[src/rtl/uart_rx.sv]
// Fixed-baud UART receiver: 2-flop synchronised line, centre-of-slot sampling from a
// half-bit-slot counter, one-cycle ready / frame-error strobes.
module uart_rx #(
    parameter int p_BITSLOT_HALF_PERIOD = 8,
    parameter int p_DATA_BITS           = 8,
    parameter int p_STOP_BITS           = 1
) (
    input  logic                   i_clk,
    input  logic                   i_rst_n,
    input  logic                   i_rx,
    output logic [p_DATA_BITS-1:0] o_data,
    output logic                   o_data_ready,
    output logic                   o_frame_err
);

    localparam int H     = p_BITSLOT_HALF_PERIOD;
    localparam int D     = p_DATA_BITS;
    localparam int S     = p_STOP_BITS;
    localparam int CNT_W = $clog2(2 * H) + 1;
    localparam int MAXB  = (D > S) ? D : S;
    localparam int IDX_W = $clog2(MAXB) + 1;

    localparam logic [CNT_W-1:0] HALF_LOAD = CNT_W'(H - 1);
    localparam logic [CNT_W-1:0] SLOT_LOAD = CNT_W'(2 * H - 1);
    localparam logic [CNT_W-1:0] CNT_ONE   = CNT_W'(1);
    localparam logic [IDX_W-1:0] LAST_DATA = IDX_W'(D - 1);
    localparam logic [IDX_W-1:0] LAST_STOP = IDX_W'(S - 1);
    localparam logic [IDX_W-1:0] IDX_ONE   = IDX_W'(1);

    typedef enum logic [2:0] {
        IDLE,
        START,
        DATA,
        STOP,
        WAIT_IDLE
    } state_t;

    state_t           state_q, state_d;
    logic [CNT_W-1:0] cnt_q, cnt_d;
    logic [IDX_W-1:0] idx_q, idx_d;
    logic             err_q, err_d;
    logic             ready_d, ferr_d;
    logic             sample_data;
    logic [1:0]       sync_q;
    logic             rx_s;
    logic [D-1:0]     shift_q, shifted;

    // Synchroniser presets to the idle level so reset release never looks like a start edge
    always_ff @(posedge i_clk or negedge i_rst_n) begin
        if (!i_rst_n) begin
            sync_q <= 2'b11;
        end else begin
            sync_q <= {sync_q[0], i_rx};
        end
    end

    assign rx_s = sync_q[1];

    always_ff @(posedge i_clk or negedge i_rst_n) begin
        if (!i_rst_n) begin
            state_q      <= IDLE;
            cnt_q        <= '0;
            idx_q        <= '0;
            err_q        <= 1'b0;
            o_data_ready <= 1'b0;
            o_frame_err  <= 1'b0;
        end else begin
            state_q      <= state_d;
            cnt_q        <= cnt_d;
            idx_q        <= idx_d;
            err_q        <= err_d;
            o_data_ready <= ready_d;
            o_frame_err  <= ferr_d;
        end
    end

    always_comb begin
        state_d     = state_q;
        cnt_d       = cnt_q;
        idx_d       = idx_q;
        err_d       = err_q;
        ready_d     = 1'b0;
        ferr_d      = 1'b0;
        sample_data = 1'b0;
        case (state_q)
            IDLE: begin
                if (!rx_s) begin
                    state_d = START;
                    cnt_d   = HALF_LOAD;
                end
            end
            START: begin
                if (cnt_q != '0) begin
                    cnt_d = cnt_q - CNT_ONE;
                end else if (rx_s) begin
                    state_d = IDLE;
                end else begin
                    state_d = DATA;
                    idx_d   = '0;
                    cnt_d   = SLOT_LOAD;
                    err_d   = 1'b0;
                end
            end
            DATA: begin
                if (cnt_q != '0) begin
                    cnt_d = cnt_q - CNT_ONE;
                end else begin
                    sample_data = 1'b1;
                    cnt_d       = SLOT_LOAD;
                    if (idx_q == LAST_DATA) begin
                        state_d = STOP;
                        idx_d   = '0;
                    end else begin
                        idx_d = idx_q + IDX_ONE;
                    end
                end
            end
            STOP: begin
                if (cnt_q != '0) begin
                    cnt_d = cnt_q - CNT_ONE;
                end else if (idx_q == LAST_STOP) begin
                    // Last stop sample: the verdict includes this sample directly
                    state_d = WAIT_IDLE;
                    idx_d   = '0;
                    cnt_d   = '0;
                    if (err_q || !rx_s) begin
                        ferr_d = 1'b1;
                    end else begin
                        ready_d = 1'b1;
                    end
                end else begin
                    cnt_d = SLOT_LOAD;
                    idx_d = idx_q + IDX_ONE;
                    if (!rx_s) begin
                        err_d = 1'b1;
                    end
                end
            end
            WAIT_IDLE: begin
                if (rx_s) begin
                    state_d = IDLE;
                end
            end
            default: begin
                state_d = IDLE;
            end
        endcase
    end

    // LSB arrives first, so shift right and insert at the top
    always_comb begin
        shifted        = shift_q >> 1;
        shifted[D-1]   = rx_s;
    end

    always_ff @(posedge i_clk) begin
        if (sample_data) begin
            shift_q <= shifted;
        end
    end

    always_ff @(posedge i_clk or negedge i_rst_n) begin
        if (!i_rst_n) begin
            o_data <= '0;
        end else if (ready_d) begin
            o_data <= shift_q;
        end
    end

endmodule

[config.mk]
export PLATFORM = sky130hd
export DESIGN_NAME = uart_rx
export DESIGN_NICKNAME = d
export VERILOG_FILES = /design/src/rtl/uart_rx.sv
export SDC_FILE = /design/constraint.sdc
export NUM_CORES = 1
export LEC_CHECK = 0
export CORE_MARGIN = 2
export CORE_UTILIZATION = 30
export CTS_BUF_LIST = sky130_fd_sc_hd__clkbuf_16
export DETAILED_ROUTE_END_ITERATION = 8
export SKIP_CTS_REPAIR_TIMING = 1
export SYNTH_ARGS = -nofsm -noshare
export SYNTH_HDL_FRONTEND = slang
export SYNTH_SLANG_ARGS = --single-unit
[constraint.sdc]
create_clock -name i_clk -period 6.2 [get_ports i_clk]
set_input_delay 1.24 -clock i_clk [delete_from_list [all_inputs] [get_ports i_clk]]
set_output_delay 1.24 -clock i_clk [all_outputs]
set_load 0.005 [all_outputs]
==> metrics.txt <==
status=complete, no violations; area delta synth->final=22.8%; syn nets=approximately 130; largest family of logic cells by synthesized area=simple AND/OR/NAND/NOR gates; Initial Utilization=a little under a third; Total Routed Length=~2700 µm; critical path capture point type=register; initial antenna violation count=0; largest net degree at the start of global routing=26; syn avg cell area=between 10 and 15 µm²; number of DRC markers in iteration 0=53; startpoint types=register; asr flop ratio synth=between 70% and 80%; top_reg_cell synth=dfrtp_1; slack of the critical path=between 3 and 4 ns; dominant cell type by area after synthesis=dfrtp_1; height of the die=~75 µm; ant diodes=0; HP Class=register to register; DR WL/cell=13.2 µm; Adder-Cell Fraction of Synth Area=2.48%; ANT nets after route=0; post-route cell area=0.00186 mm²; number of max-cap violations=0; Post-synth EDFFs=8; number of detailed-route iterations in the first pass=4; leakage=~0.78 nW; top cells by area, synth=dfrtp_1 (38%), edfxtp_1 (16%), mux2_1 (3.7%); Worst Path Arrival=approximately 2.4 ns; synthesized instance count=approximately 130; clock skew=approximately 0.0021 ns; Total GRT Usage=11.4%; post-synthesis mux area share=5.94%; synthesized cell area=approximately 0.0015 mm²; clk root buf=clkbuf_16; die area=0.00564 mm²; Die X=between 70 and 80 µm; CTS Sinks=33; crit path time final=2.54 ns; critical path class=register to register; xor-xnor portion of the synthesized cell area=0.578%; setup TNS=0 ns; vias in the first global route=between 1000 and 1500; first-pass GRT wire length=between 4000 and 5000 µm; CTS tree=built; complex-gate fraction of the synthesized area=approximately 11%; Sequential Area=between 800 and 900 µm²; Placed Instances=201; post-route insts no fill=around 210; synth unique cells=41; hold slack=0.353 ns; unrepaired setup endpoints after global routing=false; # setup viols final=0; Clock Latency Late Sink=around 0.27 ns; placed instance area=approximately 0.0017 mm²; share of cells above drive strength 1=between 10% and 20%; pre-CTS setup slack=3.51 ns; grt ovf=0; commonest non-fill, non-tap cell in the layout=dfrtp_1; flops & latches, synth=33; Max H-tree Level=2; final net count=around 150; fmax=around 390 MHz; Final Max Slew Viols=0; Critical Path RT=6.09 ns; simple-gate share of the synthesized area=between 10% and 20%; dpl hpwl=1930 µm; relative slew slack=between 20 and 25%; Yosys warnings=0; area fraction of the dominant cell type after synthesis=about 38%; Worst Path Max Fanout=8; Port Buffers=12; final RePlAce weighted congestion=0.791; Hold Violations, Final=0; Seq/Total Area, Yosys=57.3%; core box area=between 0.004 and 0.005 mm²; measured slew at the worst slew-check pin=~1.2 ns; total CTS buffers=5; # DRC=0; num rows=25; maximum root-to-sink buffer count=2; I/O Pins=13; footprint of the multi-input gates=approximately 600 µm²; detailed-route via count=about 1000; cell area power density=approximately 430 mW/mm²; commonest cells after routing, fill and taps aside=dfrtp_1 (23), clkdlybuf4s50_1 (12), nand2_1 (10); final cycle utilization of the critical path=around two fifths; DR vias/cell=about 4.8; Layout fillers=461; CTS clk-pin slew, worst paths=0.05 ns; Max rail drop VDD=between 0.0001 and 0.00015 V
-- cell type report --
class                           instances  area share, %
Sequential cell                        33           46.6
Multi-Input combinational cell         82           32.3
Clock buffer                            5           6.72
Timing Repair Buffer                   12           6.45
Tap cell                               67           4.50
Clock inverter                          3           2.02
Inverter                                7           1.41
-- cell families (layout without fill, tap and decap cells) --
logic type               after synthesis  after routing
XOR/XNOR                               1              1
AND/OR/NAND/NOR                       45             45
adder cells (fa/ha/maj)                3              3
AO/OA/AOI/OAI                         25             25
multiplexers                           8              8
buffers and inverters                 11             27
flip-flops                            33             33
-- Yosys cell counts (5+ instances only) --
cell type and count:
o21ai_0 6, inv_1 7, nand2_1 10, nor2_1 8, dfrtp_1 23, mux2_1 5
edfxtp_1 8, a21oi_1 8
-- report_power, final --
| part | total, mW | internal, mW | switching [mW] | leakage (nW) |
|---|---|---|---|---|
| Clock | 0.272 | 0.186 | 0.0853 | 0.0826 |
| Combinational | 0.216 | 0.114 | 0.103 | 0.296 |
| Sequential | 0.321 | 0.268 | 0.0534 | 0.397 |
-- sequential cells by signal, summed over array words and instances (netlist names) --
| name | cells |
|---|---|
| sync_q | 2 |
| err_q | 1 |
| idx_q | 4 |
| o_data | 8 |
| o_data_ready | 1 |
| shift_q | 8 |
| cnt_q | 5 |
| o_frame_err | 1 |
| state_q | 3 |
-- critical path, stage by stage (launching register included) --
cell	delay (ns)
dfrtp_1	0.39
inv_1	0.08
ha_1	0.23
or4b_4	0.51
nor3_1	0.94
-- per-layer routing --
metal	GRT usage, %	vias up	wire (µm)
met3	4.42	6	125
li1	-	475	-
met5	0	-	0
met4	5.36	0	55
met2	18.6	17	1320
met1	13.2	503	1250
-- worst paths after layout --
kind,start,end,slack [ns],cells after the start
worst max-delay path,cnt_q[0],shift_q[6],3.66,4
worst min-delay path,sync_q[0],sync_q[1],0.35,0
worst max register to register,cnt_q[0],shift_q[6],3.66,4
worst min register to register,sync_q[0],sync_q[1],0.35,0
max in group asynchronous,i_rst_n,idx_q[2],3.93,1
min in group asynchronous,i_rst_n,o_data[6],1.58,1
-- stage by stage --
step | power (mW) | util (%)
floorplan | 0.471 | -
global placement | 0.530 | 35.5
detailed placement | 0.543 | 35.5
CTS | 0.818 | 38.9
global route | 0.868 | 38.9
finish | 0.809 | 38.9
(Power assumes the default switching activity.)
==> edit 1 (same flow settings) <==
`p_BITSLOT_HALF_PERIOD`: 8 -> 4.
--- a/src/rtl/uart_rx.sv
+++ b/src/rtl/uart_rx.sv
@@ -3,3 +3,3 @@
 module uart_rx #(
-    parameter int p_BITSLOT_HALF_PERIOD = 8,
+    parameter int p_BITSLOT_HALF_PERIOD = 4,
     parameter int p_DATA_BITS           = 8,
Formal check against the unedited RTL: no difference found for any inputs over 10 cycles, from zero or initial values and one cycle with i_rst_n low; that may be too few to reach the edited logic, so the function may still have changed.
==> edit 1 against the unedited design <==
Sequential share of layout area grew 1.6 points; clock skew grew 0.00095 ns; sequential power grew 4%; wire length shrank 7.8%; synthesized area shrank 7.3%; design area shrank 6.2%; non-clock buffer count is the same; total power grew 2.7%; sequential cell count shrank 1; core utilization grew 0.40 points; clock power shrank 1%; worst setup slack gained 0.034 ns; synthesized cell count shrank 8.7%; largest power group unchanged; highest routed layer unchanged.
==> edit 1: results (changes against the unedited design) <==
STA
  – Fin Clk Skew: 0.003080 ns (+0.0009478 ns)
  – Hold WS: 0.3540 ns (+0.0006850 ns)
  – Least-Margin Pin Slew: 1.189 ns (+0.02168 ns)

Worst setup path
  – CP Max Fanout: 8 (unchanged)
  – Critical path's slowest cell: nor3b_1
  – Crit path largest cell delay: 0.97 ns (+0.03 ns)
  – Worst R2R Setup Slack: 3.70 ns (+0.03 ns)
  – Crit-path leading delay family: simple AND/OR/NAND/NOR gates
  – R2R Path End: shift_q[3]
  – Worst reg-to-reg path cell count: 5 (+1)

Yosys
  – Top cells by count, synth: 22 x dfrtp_1, 9 x o21ai_0, 8 x edfxtp_1, 8 x mux2_2, 8 x nor2_1
  – Seq/Total Area, Yosys: 60.02% (+2.8 points)
  – Number of flops mapped to enable cells by yosys: 8 (unchanged)
  – Yosys cell types: 34 (-17%)
  – Synth Warn #: 0 (unchanged)
  – Area contributors post-synth: dfrtp_1 39%, edfxtp_1 17%, mux2_2 6.4%, dfstp_2 3.7%, o21ai_0 3.2%
  – Cells after Synth: 115 (-8.7%)
  – Post-synthesis async set-or-reset flop share: 75.00% (-0.76 points)
  – Top FF cell, synth: dfrtp_1

Detailed routing
  – DR vias/cell: 5.070 (+5.9%)
  – Average wire per standard cell: 13.70 um (+4.2%)
  – DRT iter0 DRCs: 32 (-40%)
  – Via count: 938 (-6.3%)

Final layout
  – Final antenna diode count: 0 (unchanged)
  – Final nets: 138 (-6.1%)
  – Fillers: 420 (-8.9%)
  – Largest regs: o_data: 8 flops, shift_q: 8 flops
  – Ratio of cells with drive above 1 in the final layout: 16.54% (+1.0 points)

Clock network
  – Htree depth: 2 (unchanged)
  – Clk root buf: clkbuf_16
  – Clk_lat worst skew: 0.27 ns (about the same)
  – Clk buf depth: 2 (unchanged)

Min path
  – Hold path cells: 0 (unchanged)
  – Hold_sp: sync_q[0]
  – Hold Path End: sync_q[1]

Global route
  – First-pass GRT wire length: 4.374 mm (-7.4%)
  – Number of global-route vias before repair: 959 (-5.3%)
  – Total GRT Usage: 11.18% (-0.23 points)
  – Largest net degree at the start of global routing: 25 (-3.8%)

Pwr
  – Pleak: 0.7042 nW (-9.2%)
  – Peak VDD IR: 195.2 uV (+40%)

Run status
  – Status: complete, no violations

Place
  – GP Congestion: 0.7330 (-7.4%)
  – Placed Area: 1583 um^2 (-6.8%)
  – DPL Wire Length: 1.764 mm (-8.7%)
  – Cell Count Post-Placement: 177 (-12%)
  – Port buffer count: 12 (unchanged)
[edit 1: power breakdown]
group | switching [W] | leakage, nW | internal [W]
Sequential | 0.0000552 | 0.378 | 0.000277
Clock | 0.0000817 | 0.0850 | 0.000187
Combinational | 0.000114 | 0.241 | 0.000116
Total | 0.000251 | 0.704 | 0.000580
[edit 1: worst max path at each step]
stage	from	end	slack, ns	depth (start not counted)
final	cnt_q[0]	shift_q[3]	3.70	5
after global routing	cnt_q[0]	shift_q[2]	3.46	5
after CTS	cnt_q[0]	shift_q[3]	3.68	5
after detailed placement	i_rst_n	cnt_q[0]	3.58	1
after global placement	i_rst_n	cnt_q[0]	3.62	1
after floorplan	cnt_q[0]	shift_q[0]	4.09	5
[edit 1: routing by layer]
metal  routed length, um  global-route usage [%]  part of all wire (%)
met4                  26                   5.556                   1.0
met1                1161                   12.89                    46
met5                   0                       0                     0
met2                1242                   18.45                    49
met3                 104                   3.889                   4.1
[edit 1: kinds of logic (layout without fill, tap and decap cells)]
family,after synthesis,in the layout,share of synthesized area (%)
AND/OR/NAND/NOR,42,42,18.88
flip-flops,32,32,60.02
AO/OA/AOI/OAI,22,22,9.884
multiplexers,8,8,6.412
buffers and inverters,8,26,2.137
adder cells (fa/ha/maj),3,3,2.672
[edit 1: per-stage QoR]
stage	util (%)	setup WS (ns)
finish	39.30	3.696
global route	39.30	3.459
detailed placement	35.61	3.576
CTS	39.30	3.675
global placement	35.61	3.624
floorplan	-	4.089
[edit 1: layout make-up]
type	instances	area share, %
clock buffers	5	7.163
clock inverters	3	2.221
inverters	6	1.289
multi-input cells	75	30.44
flip-flops and latches	32	48.28
well taps	52	3.725
repair buffers	12	6.877
==> edit 2 (config.mk and constraints unchanged) <==
Without the edit above. Re-encode `state_t` (5 states) as one-hot, 5 bits wide.
--- a/src/rtl/uart_rx.sv
+++ b/src/rtl/uart_rx.sv
@@ -29,8 +29,8 @@
 
-    typedef enum logic [2:0] {
-        IDLE,
-        START,
-        DATA,
-        STOP,
-        WAIT_IDLE
+    typedef enum logic [4:0] {
+        IDLE      = 5'b00001,
+        START     = 5'b00010,
+        DATA      = 5'b00100,
+        STOP      = 5'b01000,
+        WAIT_IDLE = 5'b10000
     } state_t;
Formal check against the unedited RTL: no difference found for any inputs over 10 cycles, from zero or initial values and one cycle with i_rst_n low; not proved beyond that.
==> edit 2 against the unedited design <==
Total power fell by 17%; worst setup slack improved by 0.16 ns; sequential share of layout area fell by 2.1 points; combinational power fell by 35%; design area rose by 11%; synthesized area rose by 16%; wire length rose by 13%; sequential cell count rose by 2; synthesized cell count rose by 21%; via count rose by 15%; first-iteration DRC count fell by 21%; core utilization fell by 2.1 points; hold slack got worse by 0.0028 ns; largest cell class unchanged; register-to-register slack improved by 0.18 ns.
==> edit 2: results (changes against the unedited design) <==
Detailed routing
  – Wl on met1: 1.588 mm (+27%)
  – Average wire per standard cell: 13.10 um (-0.43%)
  – DRT iter0 DRCs: 42 (-21%)
  – Met2 WL post-DR: 1.332 mm (+0.83%)
  – Met3 Wirelength: 138 um (+10%)

Worst setup path
  – Crit path largest cell delay: 0.51 ns (-0.43 ns)
  – R2R Path End: o_data[1]
  – Critical path class: register to output pin
  – Critical path's slowest cell: clkdlybuf4s50_1
  – CP startpoint: o_data[6]
  – CP arrival: 1.14 ns (-1.29 ns)
  – CP Max Fanout: 2 (-6)
  – Worst R2R Setup Slack: 3.84 ns (+0.18 ns)

Final layout
  – Layout area overhead: 17.03%
  – Final nets: 171 (+16%)
  – Num sequential: 35 (+6.1%)
  – Signal buf overhead: 6.186% (-0.27 points)
  – Largest regs: o_data: 8 flops, shift_q: 8 flops
  – Multi-input combinational area share: 36.57% (+4.3 points)
  – Multi-input gates: 103 (+26%)
  – Storage cell area: 919.6 um^2 (+5.9%)
  – Ratio of cells with drive above 1 in the final layout: 18.67% (+3.2 points)
  – Post-Layout Cell Count: 238 (+14%)

Yosys
  – Post-synthesis async set-or-reset flop share: 77.14% (+1.4 points)
  – Seq/Total Area, Yosys: 52.16% (-5.1 points)
  – Area contributors post-synth: dfrtp_1 34%, edfxtp_1 14%, mux2_4 6.8%, dfstp_2 4.5%, nor2_1 2.8%
  – Post-Synthesis Net Count: 159 (+20%)
  – Cells after Synth: 153 (+21%)
  – Top cells by count, synth: 24 x dfrtp_1, 13 x nor2_1, 11 x nand2_1

Place
  – DPL Wire Length: 2.171 mm (+12%)
  – Cell Count Post-Placement: 230 (+14%)
  – DP Worst Slack: 3.861 ns (+0.3523 ns)
  – GP Congestion: 0.8278 (+4.6%)
  – Placed Area: 1918 um^2 (+13%)

Global route
  – Total GRT Usage: 10.73% (-0.67 points)
  – Met1 GRT Util: 13.92% (+0.74 points)
  – Global Route met2 Usage: 15.92% (-2.7 points)
  – First-pass GRT wire length: 5.230 mm (+11%)
  – Met3 usage: 4.045% (-0.37 points)
  – Number of global-route vias before repair: 1094 (+8.0%)
  – Largest net degree at the start of global routing: 28 (+7.7%)

Run status
  – Status: complete, no violations

STA
  – Least-Margin Pin Slew: 0.6995 ns (-0.4677 ns)
  – Final period utilization: 38.39% (-2.5 points)

Pwr
  – Internal power: 0.0004636 W (-18%)
  – Peak VDD IR: 181.6 uV (+30%)
  – Pleak: 0.8724 nW (+12%)

Floorplanning
  – Placeable Area: 5608 um^2 (+17%)
edit 2: changes by cell type after synthesis, moves of 3 or more:
| cell | delta |
|---|---|
| xor2_1 | +3 |
| nand3_1 | +5 |
| mux2_4 | +8 |
| buf_6 | +4 |
| nor2b_1 | -3 |
| nor2_1 | +5 |
| mux2_1 | -5 |
| nand2b_1 | -3 |
edit 2: power by group through the flow:
stage	clock network [W]	logic, W	registers, W
after floorplan	0	0.000142	0.000271
final	0.000240	0.000140	0.000294
after detailed placement	0	0.000140	0.000297
after global routing	0.000260	0.000160	0.000298
after global placement	0	0.000140	0.000297
after CTS	0.000249	0.000141	0.000293
edit 2: cell families (layout without fill, tap and decap cells):
kind of cell / after synthesis / in the layout / synth area share, %
muxes: 11 / 11 / 8.659
DFF: 35 / 35 / 52.17
adders and majority gates: 3 / 3 / 2.129
AOI/OAI and AO/OA: 30 / 30 / 11.14
xor gates and xnor gates: 3 / 3 / 1.491
buffers and inverters: 15 / 28 / 5.039
and+or+nand+nor: 56 / 56 / 19.38
